`src/rtl/keypad_code_accumulator_if.sv`:
```
// Keypad accumulator bus: key strobes in, submitted code and entry status out.
// The master side (key decoder / bench) drives keys; the accumulator is the slave.
interface keypad_code_accumulator_if;
    logic        key_valid;
    logic [3:0]  key_code;
    logic [31:0] code;
    logic        code_ready;
    logic        entering;
    logic [3:0]  digit_count;
    logic        overflow;
    logic        timeout;

    modport master (
        output key_valid,
        output key_code,
        input  code,
        input  code_ready,
        input  entering,
        input  digit_count,
        input  overflow,
        input  timeout
    );

    modport slave (
        input  key_valid,
        input  key_code,
        output code,
        output code_ready,
        output entering,
        output digit_count,
        output overflow,
        output timeout
    );
endinterface

```
`src/rtl/keypad_code_accumulator.sv`:
```
// Accumulates decimal key strobes into a 32-bit code word, with clear, enter
// and an inactivity timeout that discards stale entries.
module keypad_code_accumulator #(
    parameter int MAX_DIGITS     = 7,
    parameter int TIMEOUT_CYCLES = 60000000,
    parameter int TO_W           = 26
) (
    input  logic                        hwclk,
    input  logic                        rst_n,
    keypad_code_accumulator_if.slave    kp
);

    localparam logic [3:0]      MAX_CNT = 4'(MAX_DIGITS);
    localparam logic [TO_W-1:0] TO_LAST = TO_W'(TIMEOUT_CYCLES - 1);

    typedef enum logic {
        IDLE,
        ENTRY
    } state_t;

    state_t            state_q, state_d;
    logic [31:0]       acc_q, acc_d;
    logic [3:0]        cnt_q, cnt_d;
    logic              ovf_q, ovf_d;
    logic [TO_W-1:0]   to_cnt_q, to_cnt_d;
    logic [31:0]       code_q, code_d;
    logic              code_ready_q, code_ready_d;
    logic              timeout_q, timeout_d;

    logic              is_digit;
    logic              is_clear;
    logic              is_enter;

    // Codes 0xC-0xF decode to nothing, so they behave exactly like an idle cycle.
    assign is_digit = kp.key_valid && (kp.key_code <= 4'd9);
    assign is_clear = kp.key_valid && (kp.key_code == 4'hA);
    assign is_enter = kp.key_valid && (kp.key_code == 4'hB);

    always_ff @(posedge hwclk or negedge rst_n) begin
        if (!rst_n) begin
            state_q      <= IDLE;
            acc_q        <= '0;
            cnt_q        <= '0;
            ovf_q        <= 1'b0;
            to_cnt_q     <= '0;
            code_q       <= '0;
            code_ready_q <= 1'b0;
            timeout_q    <= 1'b0;
        end else begin
            state_q      <= state_d;
            acc_q        <= acc_d;
            cnt_q        <= cnt_d;
            ovf_q        <= ovf_d;
            to_cnt_q     <= to_cnt_d;
            code_q       <= code_d;
            code_ready_q <= code_ready_d;
            timeout_q    <= timeout_d;
        end
    end

    always_comb begin
        state_d      = state_q;
        acc_d        = acc_q;
        cnt_d        = cnt_q;
        ovf_d        = ovf_q;
        to_cnt_d     = to_cnt_q;
        code_d       = code_q;
        code_ready_d = 1'b0;
        timeout_d    = 1'b0;

        unique case (state_q)
            IDLE: begin
                to_cnt_d = '0;
                if (is_digit) begin
                    acc_d   = {28'd0, kp.key_code};
                    cnt_d   = 4'd1;
                    state_d = ENTRY;
                end
            end

            ENTRY: begin
                // Key events take priority over an expiring timer.
                if (is_digit) begin
                    to_cnt_d = '0;
                    if (cnt_q < MAX_CNT) begin
                        acc_d = (acc_q << 3) + (acc_q << 1) + {28'd0, kp.key_code};
                        cnt_d = cnt_q + 4'd1;
                    end else begin
                        ovf_d = 1'b1;
                    end
                end else if (is_clear || is_enter || (to_cnt_q == TO_LAST)) begin
                    if (is_enter) begin
                        code_d       = ovf_q ? 32'hFFFF_FFFF : acc_q;
                        code_ready_d = 1'b1;
                    end else if (!is_clear) begin
                        timeout_d = 1'b1;
                    end
                    acc_d    = '0;
                    cnt_d    = '0;
                    ovf_d    = 1'b0;
                    to_cnt_d = '0;
                    state_d  = IDLE;
                end else begin
                    to_cnt_d = to_cnt_q + 1'b1;
                end
            end

            default: begin
                state_d = IDLE;
            end
        endcase
    end

    assign kp.code        = code_q;
    assign kp.code_ready  = code_ready_q;
    assign kp.entering    = (state_q == ENTRY);
    assign kp.digit_count = cnt_q;
    assign kp.overflow    = ovf_q;
    assign kp.timeout     = timeout_q;

endmodule

```
`src/flat_wrapper.sv`:
```
// flat-port wrapper written by rule: the top's interface ports become plain ports
module keypad_code_accumulator_flat 
#(
    parameter int MAX_DIGITS     = 7,
    parameter int TIMEOUT_CYCLES = 60000000,
    parameter int TO_W           = 26
)
  (hwclk, rst_n, kp_key_valid, kp_key_code, kp_code, kp_code_ready, kp_entering, kp_digit_count, kp_overflow, kp_timeout);
  keypad_code_accumulator_if kp_i ();
  input  logic hwclk;
  input  logic rst_n;
  input wire logic [$bits(kp_i.key_valid)-1:0] kp_key_valid;
  input wire logic [$bits(kp_i.key_code)-1:0] kp_key_code;
  output wire logic [$bits(kp_i.code)-1:0] kp_code;
  output wire logic [$bits(kp_i.code_ready)-1:0] kp_code_ready;
  output wire logic [$bits(kp_i.entering)-1:0] kp_entering;
  output wire logic [$bits(kp_i.digit_count)-1:0] kp_digit_count;
  output wire logic [$bits(kp_i.overflow)-1:0] kp_overflow;
  output wire logic [$bits(kp_i.timeout)-1:0] kp_timeout;
  assign kp_i.key_valid = kp_key_valid;
  assign kp_i.key_code = kp_key_code;
  assign kp_code = kp_i.code;
  assign kp_code_ready = kp_i.code_ready;
  assign kp_entering = kp_i.entering;
  assign kp_digit_count = kp_i.digit_count;
  assign kp_overflow = kp_i.overflow;
  assign kp_timeout = kp_i.timeout;
  keypad_code_accumulator #(.MAX_DIGITS(MAX_DIGITS), .TIMEOUT_CYCLES(TIMEOUT_CYCLES), .TO_W(TO_W)) u_core (.hwclk(hwclk), .rst_n(rst_n), .kp(kp_i));
endmodule
```
`config.mk`:
```
export PLATFORM = sky130hd
export DESIGN_NAME = keypad_code_accumulator_flat
export DESIGN_NICKNAME = d
export VERILOG_FILES = /design/src/rtl/keypad_code_accumulator_if.sv /design/src/rtl/keypad_code_accumulator.sv /design/src/flat_wrapper.sv
export SDC_FILE = /design/constraint.sdc
export NUM_CORES = 1
export LEC_CHECK = 0
export CAP_MARGIN = 5
export CORE_MARGIN = 3
export CORE_UTILIZATION = 59
export DETAILED_ROUTE_END_ITERATION = 7
export GPL_TIMING_DRIVEN = 0
export PLACE_DENSITY = 0.85
export RECOVER_POWER = 100
export SLEW_MARGIN = 25
export SYNTH_ARGS = -nofsm -noshare
export SYNTH_HDL_FRONTEND = slang
export SYNTH_SLANG_ARGS = --single-unit
```
`constraint.sdc`:
```
create_clock -name hwclk -period 3.4 [get_ports hwclk]
set_input_delay 0.34 -clock hwclk [delete_from_list [all_inputs] [get_ports hwclk]]
set_output_delay 0.34 -clock hwclk [all_outputs]
set_load 0.01 [all_outputs]
```
==> metrics.md, run 1 <==
| Metric | Value |
|---|---|
| Core ar. | `0.009415 mm²` |
| Synthesized instance count | `between 600 and 700` |
| First-pass GRT wire length | `between 20 and 25 mm` |
| Post-synthesis mux area share | `less than 1%` |
| MaxCap Viol Count | `1` |
| Vias/cell | `approximately 6.0` |
| Top Ports | `between 40 and 50` |
| Final hold viol count | `0` |
| Pre-CTS setup slack | `-0.5269 ns` |
| Net Sw Power | `2.271 mW` |
| Area grow syn2layout | `15.24%` |
| Bufs on Longest Clock Path | `2` |
| GR Overflow Total | `0` |
| Largest net degree at the start of global routing | `between 60 and 70` |
| Max VDD drop | `between 0.0005 and 0.0006 V` |
| Sw Ratio | `around 43%` |
| Worst endpoint data arrival time | `roughly 3.6 ns` |
| Final WS setup | `between 0.1 and 0.15 ns` |
| CTS buffer count | `9` |
| WP depth | `13` |
| Clock Tree Root | `clkbuf_8` |
| Dominant synthesized flop cell | `dfrtp_1` |
| Final setup fails | `0` |
| Leak Pwr | `~3.3 nW` |
| H-tree depth | `3` |
| Int Pwr | `3.043 mW` |
| Post-route cell area | `0.006726 mm²` |
| Clk slew on worst S/H paths | `~0.11 ns` |
| Post-Syn Area | `~0.0058 mm²` |
| TritonCTS clock tree | `done` |
| DR WL/cell | `17.23 µm` |
| Clock network power share | `between 10% and 20%` |
| Slew Viols, Final | `39` |
| Cells on Worst Hold Path | `3` |
| Synth Register Bits | `98` |
| Die area | `0.01112 mm²` |
| Drt pass-1 iters | `5` |
| Mean post-synth cell area | `between 9 and 10 µm²` |
| Simple-gate share of the synthesized area | `16.48%` |
| Number of DRC markers in iteration 0 | `between 300 and 400` |
| Sink Count | `between 90 and 100` |
| Failing checks | `capacitance limit, slew limit` |
| Antenna violations before repair | `0` |
| Main combinational cell family by area after synthesis | `compound AO/OA/AOI/OAI gates` |
| # port buffers | `between 40 and 50` |
| Async set-reset flop share out of synthesis | `100.0%` |
| CP max-delay cell | `fa_1` |
| Status | `finished, violations left` |
| Critical path fanouts, max | `4` |
| Starting Density | `approximately three fifths` |
| Final WL | `roughly 14 mm` |
| Post-synth EDFFs | `0` |
| Residual DRC | `0` |
| CP bufs+invs | `3` |
| Kind of critical path | `reg2reg` |
| Comb pwr share | `between 50% and 60%` |
| Share of layout cells above drive strength 1 | `between 4 and 5%` |
| Hold crit path type | `in2reg` |
| FP Rows | `35` |
| Adder-Cell Fraction of Synth Area | `between 10 and 15%` |
| Nets@finish | `742` |
| Synth warn | `0` |
| GR Util All Layers | `25.94%` |
| Part of the Yosys area used for sequential elements | `a little over two fifths` |
| Fmax achieved | `between 0.3 and 0.4 GHz` |
| Slew @ Worst Pin | `2.171 ns` |
| Pwr dens | `between 700 and 800 mW/mm²` |
| Crit path max-delay family | `compound AO/OA/AOI/OAI gates` |
| DP HPWL | `about 10 mm` |
| Post-Synth XOR/XNOR Area | `7.503%` |
| CP dominant cell by count | `inv_1` |
| Startpoint Class | `flop` |
| Crit path cell chain | `inv_1, fa_1, inv_1, fa_2, a21o_1, a22oi_2, a21oi_4, a211oi_4, clkbuf_4, o32ai_1, a31oi_1, xnor2_1, a22o_1` |
| Compound-Gate Fraction of Synth Area | `between 10% and 20%` |
| Final antenna-violating net count | `0` |
| Max Clock Skew | `0.01869 ns` |
| Synthesized Nets | `between 600 and 700` |
| Placed cell area | `between 0.006 and 0.007 mm²` |
| Die Span Y | `105.5 µm` |
| Reg power frac | `between 30% and 40%` |
| Routed via count | `4,856` |
| CP Capture Type | `flop` |
| Ant diodes | `0` |
| Clk Latency, worst-skew pair | `between 0.3 and 0.4 ns` |
| Unique masters post-synth | `55` |
| Delay of the slowest critical-path stage | `approximately 0.5 ns` |
| Die Span X | `between 100 and 150 µm` |
| CP required | `~3.7 ns` |
| Worst r2r path cells | `13` |
| Final min period | `3.264 ns` |
| Final Cycle Share | `between 90% and 100%` |
| Placer's final routability congestion estimate | `a little under 0.9` |
| Number of global-route vias before repair | `a little under 5,000` |
| Rel. slew slack | `-44.71%` |
## state kept, by name, indices dropped and copies added (netlist names)
register               cells
u_core.acc_q              32
u_core.kp.code            32
u_core.kp.code_ready       1
u_core.kp.digit_count      4
u_core.kp.entering         1
u_core.kp.overflow         1
u_core.kp.timeout          1
u_core.to_cnt_q           26
## timing repair
| item | 4_1_cts | 5_1_grt |
|---|---|---|
| pin swaps | 2 | 7 |
| resized for setup | 3 | 5 |
| buffers inserted | 1 | 1 |
| setup endpoints to repair | 4 | 8 |
| hold buffers | 1 | 0 |
| endpoints found under the hold margin | 38 | 0 |
## worst paths after layout
path	endpoint	startpoint	slack, ns
setup / recovery	u_core.acc_q[30]	u_core.acc_q[0]	0.14
min in group asynchronous	u_core.to_cnt_q[21]	rst_n	1.12
max in group asynchronous	u_core.kp.digit_count[3]	rst_n	1.03
setup reg to reg	u_core.acc_q[30]	u_core.acc_q[0]	0.14
hold reg to reg	u_core.to_cnt_q[0]	u_core.to_cnt_q[0]	0.50
hold / removal	u_core.acc_q[3]	kp_key_code[3]	0.43
## worst reg2reg max path, stage by stage (launching register included)
cell and delay, ns:
dfrtp_1 0.43, inv_1 0.08, fa_1 0.50, inv_1 0.07, fa_2 0.40, a21o_1 0.21, a22oi_2 0.27, a21oi_4 0.12
a211oi_4 0.27, clkbuf_4 0.19, o32ai_1 0.13, a31oi_1 0.21, xnor2_1 0.09, a22o_1 0.20
## through the flow
stage / cells / utilization (%) / total power [mW] / hold WS, ns / setup TNS, ns
after floorplan: 612 / - / 3.688 / 0.04441 / 0
after global placement: 787 / 68.60 / 4.347 / 0.4839 / -147.67
after detailed placement: 788 / 68.90 / 4.499 / 0.2675 / -5.025
after CTS: 806 / 71.22 / 5.303 / 0.4133 / 0
after global routing: 807 / 71.44 / 5.726 / 0.4261 / -0.002179
final: 807 / 71.44 / 5.315 / 0.4313 / 0
## power by group through the flow
stage | sequential, mW | clock, mW | combinational [mW]
3_5_place_dp | 1.76 | 0 | 2.74
4_1_cts | 1.73 | 0.759 | 2.81
2_1_floorplan | 1.75 | 0 | 1.94
3_3_place_gp | 1.74 | 0 | 2.61
6_report | 1.73 | 0.754 | 2.83
5_1_grt | 1.77 | 0.814 | 3.14
## logic make-up after synthesis
group,count (synthesis)
DFF,98
and+or+nand+nor,212
buffers and inverters,39
xor gates and xnor gates,50
adders and majority gates,62
AOI/OAI and AO/OA,150
muxes,1
## per-layer routing
layer	wire length, µm	global-route usage (%)	vias up
li1	-	-	2295
met1	5837	32.28	2379
met2	7053	44.08	152
met3	699	4.776	30
met4	312	11.34	0
met5	0	0	-
## final cells by class
type                            instances  area, µm²
Sequential cell                        98       2452
Clock buffer                           10      137.6
Multi-Input combinational cell        475       3261
Clock inverter                          6      55.05
Tap cell                              129      161.4
Timing Repair Buffer                   50      505.5
Buffer                                 25      101.3
Fill cell                             707       2689
Inverter                               14      52.55
## cell usage after synthesis, types with 4 or more instances
cell      count  area (µm²)
nand4_1      10       62.56
inv_1        14       52.55
nor2_1      108       405.4
xnor2_1      27       236.5
clkbuf_1     17       63.81
o21bai_1      6       45.04
a21o_1       18       135.1
ha_1         60       750.7
o21ai_0      12       60.06
o21a_1        4       30.03
a21oi_1      59       295.3
a22o_1       25       219.0
and3_1       11       68.82
xor2_1       23       201.4
buf_1         6       22.52
dfrtp_1      98        2452
nor3_1        5       25.02
nand2_1      42       157.7
nand3_1      14       70.07
## cells in the final DEF (no fill, tap or decap), drive strengths merged, types with 4 or more instances in the layout
master,count
and3,11
a22o,25
clkdlybuf4s50,4
nor2,108
nand4,10
dlygate4sd3,41
o21bai,6
buf,4
o21a,4
nand3,14
nand2,42
clkbuf,35
nor3,6
ha,60
xnor2,27
a21oi,60
dfrtp,98
o21ai,13
inv,18
xor2,23
a21o,18
Power figures use the tool's default switching activity.
==> run 2: changes to the inputs <==
CAP_MARGIN = not set   (was 5)
CORE_UTILIZATION = 58   (was 59)
PLACE_DENSITY = 0.84   (was 0.85)
==> metrics.md, run 2 (synthesis results as in run 1) <==
| Metric | Value |
|---|---|
| Status | `finished, violations left` |
| Failing checks | `capacitance limit, slew limit` |
| Final min period | `3.267 ns (+0.003516 ns)` |
| MaxCap Viol Count | `1 (unchanged)` |
| Top Ports | `47 (unchanged)` |
| Drt pass-1 iters | `4 (-1)` |
| RR Endpoint | `u_core.acc_q[30]` |
| Worst Hold End | `u_core.acc_q[3]` |
| DR WL/cell | `16.53 µm (-4.1%)` |
| # port buffers | `46 (unchanged)` |
| GR Layer Usage met2 | `42.90% (-1.2 points)` |
| Area grow syn2layout | `14.77%` |
| Die Span X | `106.3 µm (+0.81%)` |
| Critical path fanouts, max | `4 (unchanged)` |
| Final setup fails | `0 (unchanged)` |
| FP Rows | `35 (unchanged)` |
| Bufs on Longest Clock Path | `2 (unchanged)` |
| Vias/cell | `5.952 (-1.1%)` |
| TritonCTS clock tree | `done` |
| Most common cell after layout, fill and taps aside | `nor2_1` |
| Die Span Y | `106.3 µm (+0.81%)` |
| Die area | `0.01130 mm² (+1.6%)` |
| Max VDD drop | `0.0005708 V (+5.3%)` |
| Slew Viols, Final | `38 (-2.6%)` |
| Starting Density | `61.42% (-0.57 points)` |
| Post-Route Setup TNS | `0 ns (unchanged)` |
| Final core utilization | `70.49% (-0.95 points)` |
| Worst r2r path cells | `13 (unchanged)` |
| CP required | `3.65 ns (-0.03 ns)` |
| Residual DRC | `0 (unchanged)` |
| Fmax achieved | `0.3061 GHz (-0.11%)` |
| Final WL | `13.37 mm (-3.8%)` |
| Final antenna-violating net count | `0 (unchanged)` |
| Clk slew on worst S/H paths | `0.10 ns (about the same)` |
| Core ar. | `0.009503 mm² (+0.93%)` |
| GR Overflow Total | `0 (unchanged)` |
| Ant diodes | `0 (unchanged)` |
| Worst reg-to-reg setup slack | `0.13 ns (about the same)` |
| Most frequent cells in the layout | `nor2_1 (108), dfrtp_1 (98), ha_1 (60)` |
| Routed via count | `4,815 (-0.84%)` |
| Startpoint Class | `flop` |
| CP Capture Type | `flop` |
| Clk Latency, worst-skew pair | `0.36 ns (-0.02 ns)` |
| Sink Count | `98 (unchanged)` |
| Hold crit path type | `in2reg` |
| Cells on Worst Hold Path | `3 (unchanged)` |
| Final hold viol count | `0 (unchanged)` |
| Final Cycle Share | `96.10% (+0.10 points)` |
| Slew @ Worst Pin | `2.101 ns (-0.06914 ns)` |
| Leak Pwr | `3.241 nW (-0.49%)` |
| GR met3 Demand/Resource | `2.672% (-2.1 points)` |
| Global routing's busiest layer | `met2` |
| Rel. slew slack | `-40.10% (+4.6 points)` |
| Kind of critical path | `reg2reg` |
| Hold wc startpoint | `kp_key_code[3]` |
| DP HPWL | `10.12 mm (+0.32%)` |
| First-pass GRT wire length | `22.70 mm (-3.2%)` |
| Pwr dens | `777.9 mW/mm² (-1.6%)` |
| Antenna violations before repair | `0 (unchanged)` |
| Largest net degree at the start of global routing | `62 (+1.6%)` |
| Number of DRC markers in iteration 0 | `296 (-12%)` |
| Max Clock Skew | `0.01129 ns (-0.007396 ns)` |
| GRT met1 Usage | `31.52% (-0.76 points)` |
| Clock Tree Root | `clkbuf_8` |
| Number of global-route vias before repair | `4,822 (-2.8%)` |
| RR Startpoint | `u_core.acc_q[0]` |
| H-tree depth | `3 (unchanged)` |
| Placer's final routability congestion estimate | `0.9286 (+4.2%)` |
| Nets@finish | `744 (+0.27%)` |
| GR Util All Layers | `24.49% (-1.4 points)` |
| Share of layout cells above drive strength 1 | `4.265% (-0.31 points)` |
| Worst endpoint data arrival time | `3.52 ns (-0.03 ns)` |
| CTS buffer count | `9 (unchanged)` |
[run 2: cell count changes in the layout (fill, tap and decap cells not counted), sizes merged]
cell      before  now
buf            4    7
clkinvlp       0    4
clkbuf        35   34
clkinv         2    0
inv           18   16
[run 2: through the flow]
stage                     hold WS, ns  setup slack [ns]  instances  area (µm²)  power (mW)
after floorplan               0.04441            0.3957        612        5837       3.688
after global placement         0.4799            -1.501        787        6459       4.372
after detailed placement       0.2652           -0.5872        788        6487       4.502
after CTS                      0.4365           0.01759        806        6690       5.257
after global routing           0.4940         -0.004560        809        6699       5.614
final                          0.4690            0.1327        809        6699       5.211
[run 2: worst max-delay path by stage]
stage                        to             from  cells after the start
6_report       u_core.acc_q[30]  u_core.acc_q[0]                     13
5_1_grt        u_core.acc_q[26]  u_core.acc_q[0]                     13
4_1_cts        u_core.acc_q[26]  u_core.acc_q[0]                     12
3_5_place_dp   u_core.acc_q[26]   kp_key_code[3]                     13
3_3_place_gp   u_core.acc_q[20]            rst_n                      1
2_1_floorplan  u_core.acc_q[26]  u_core.acc_q[0]                     12
[run 2: per-layer routing]
metal	vias up	routed length, µm
li1	2305	-
met1	2362	5816
met2	121	6765
met3	27	480
met4	0	305
met5	-	0
[run 2: cell type report]
| cell class | instances | area (µm²) |
|---|---|---|
| tap | 129 | 161.4 |
| clock inverter | 6 | 50.05 |
| inverter | 14 | 52.55 |
| sequential | 98 | 2452 |
| multi-input combinational | 475 | 3233 |
| fill | 746 | 2804 |
| buffer | 25 | 101.3 |
| clock buffer | 10 | 127.6 |
| timing repair buffer | 52 | 520.5 |
[run 2: repair_timing]
action                                  4_1_cts  5_1_grt
setup buffers                                 1        3
hold endpoints to repair                     37        0
pin swaps                                     2        3
cloned                                        0        0
hold buffers                                  1        0
gates resized for setup                       3        0
endpoints found under the setup margin        7        9
[run 2: power breakdown]
part	switching (mW)	internal (mW)
registers	0.268	1.46
clock network	0.427	0.274
logic	1.51	1.28
total	2.20	3.01
[run 2: critical path, stage by stage, from the launching register on]
cell      delay [ns]
dfrtp_1         0.41
inv_1           0.08
fa_1            0.51
inv_1           0.07
fa_1            0.48
a21o_1          0.23
a22oi_2         0.19
a21oi_2         0.13
a211oi_2        0.27
buf_4           0.16
o32ai_1         0.11
a31oi_1         0.24
xnor2_1         0.10
a22o_1          0.19
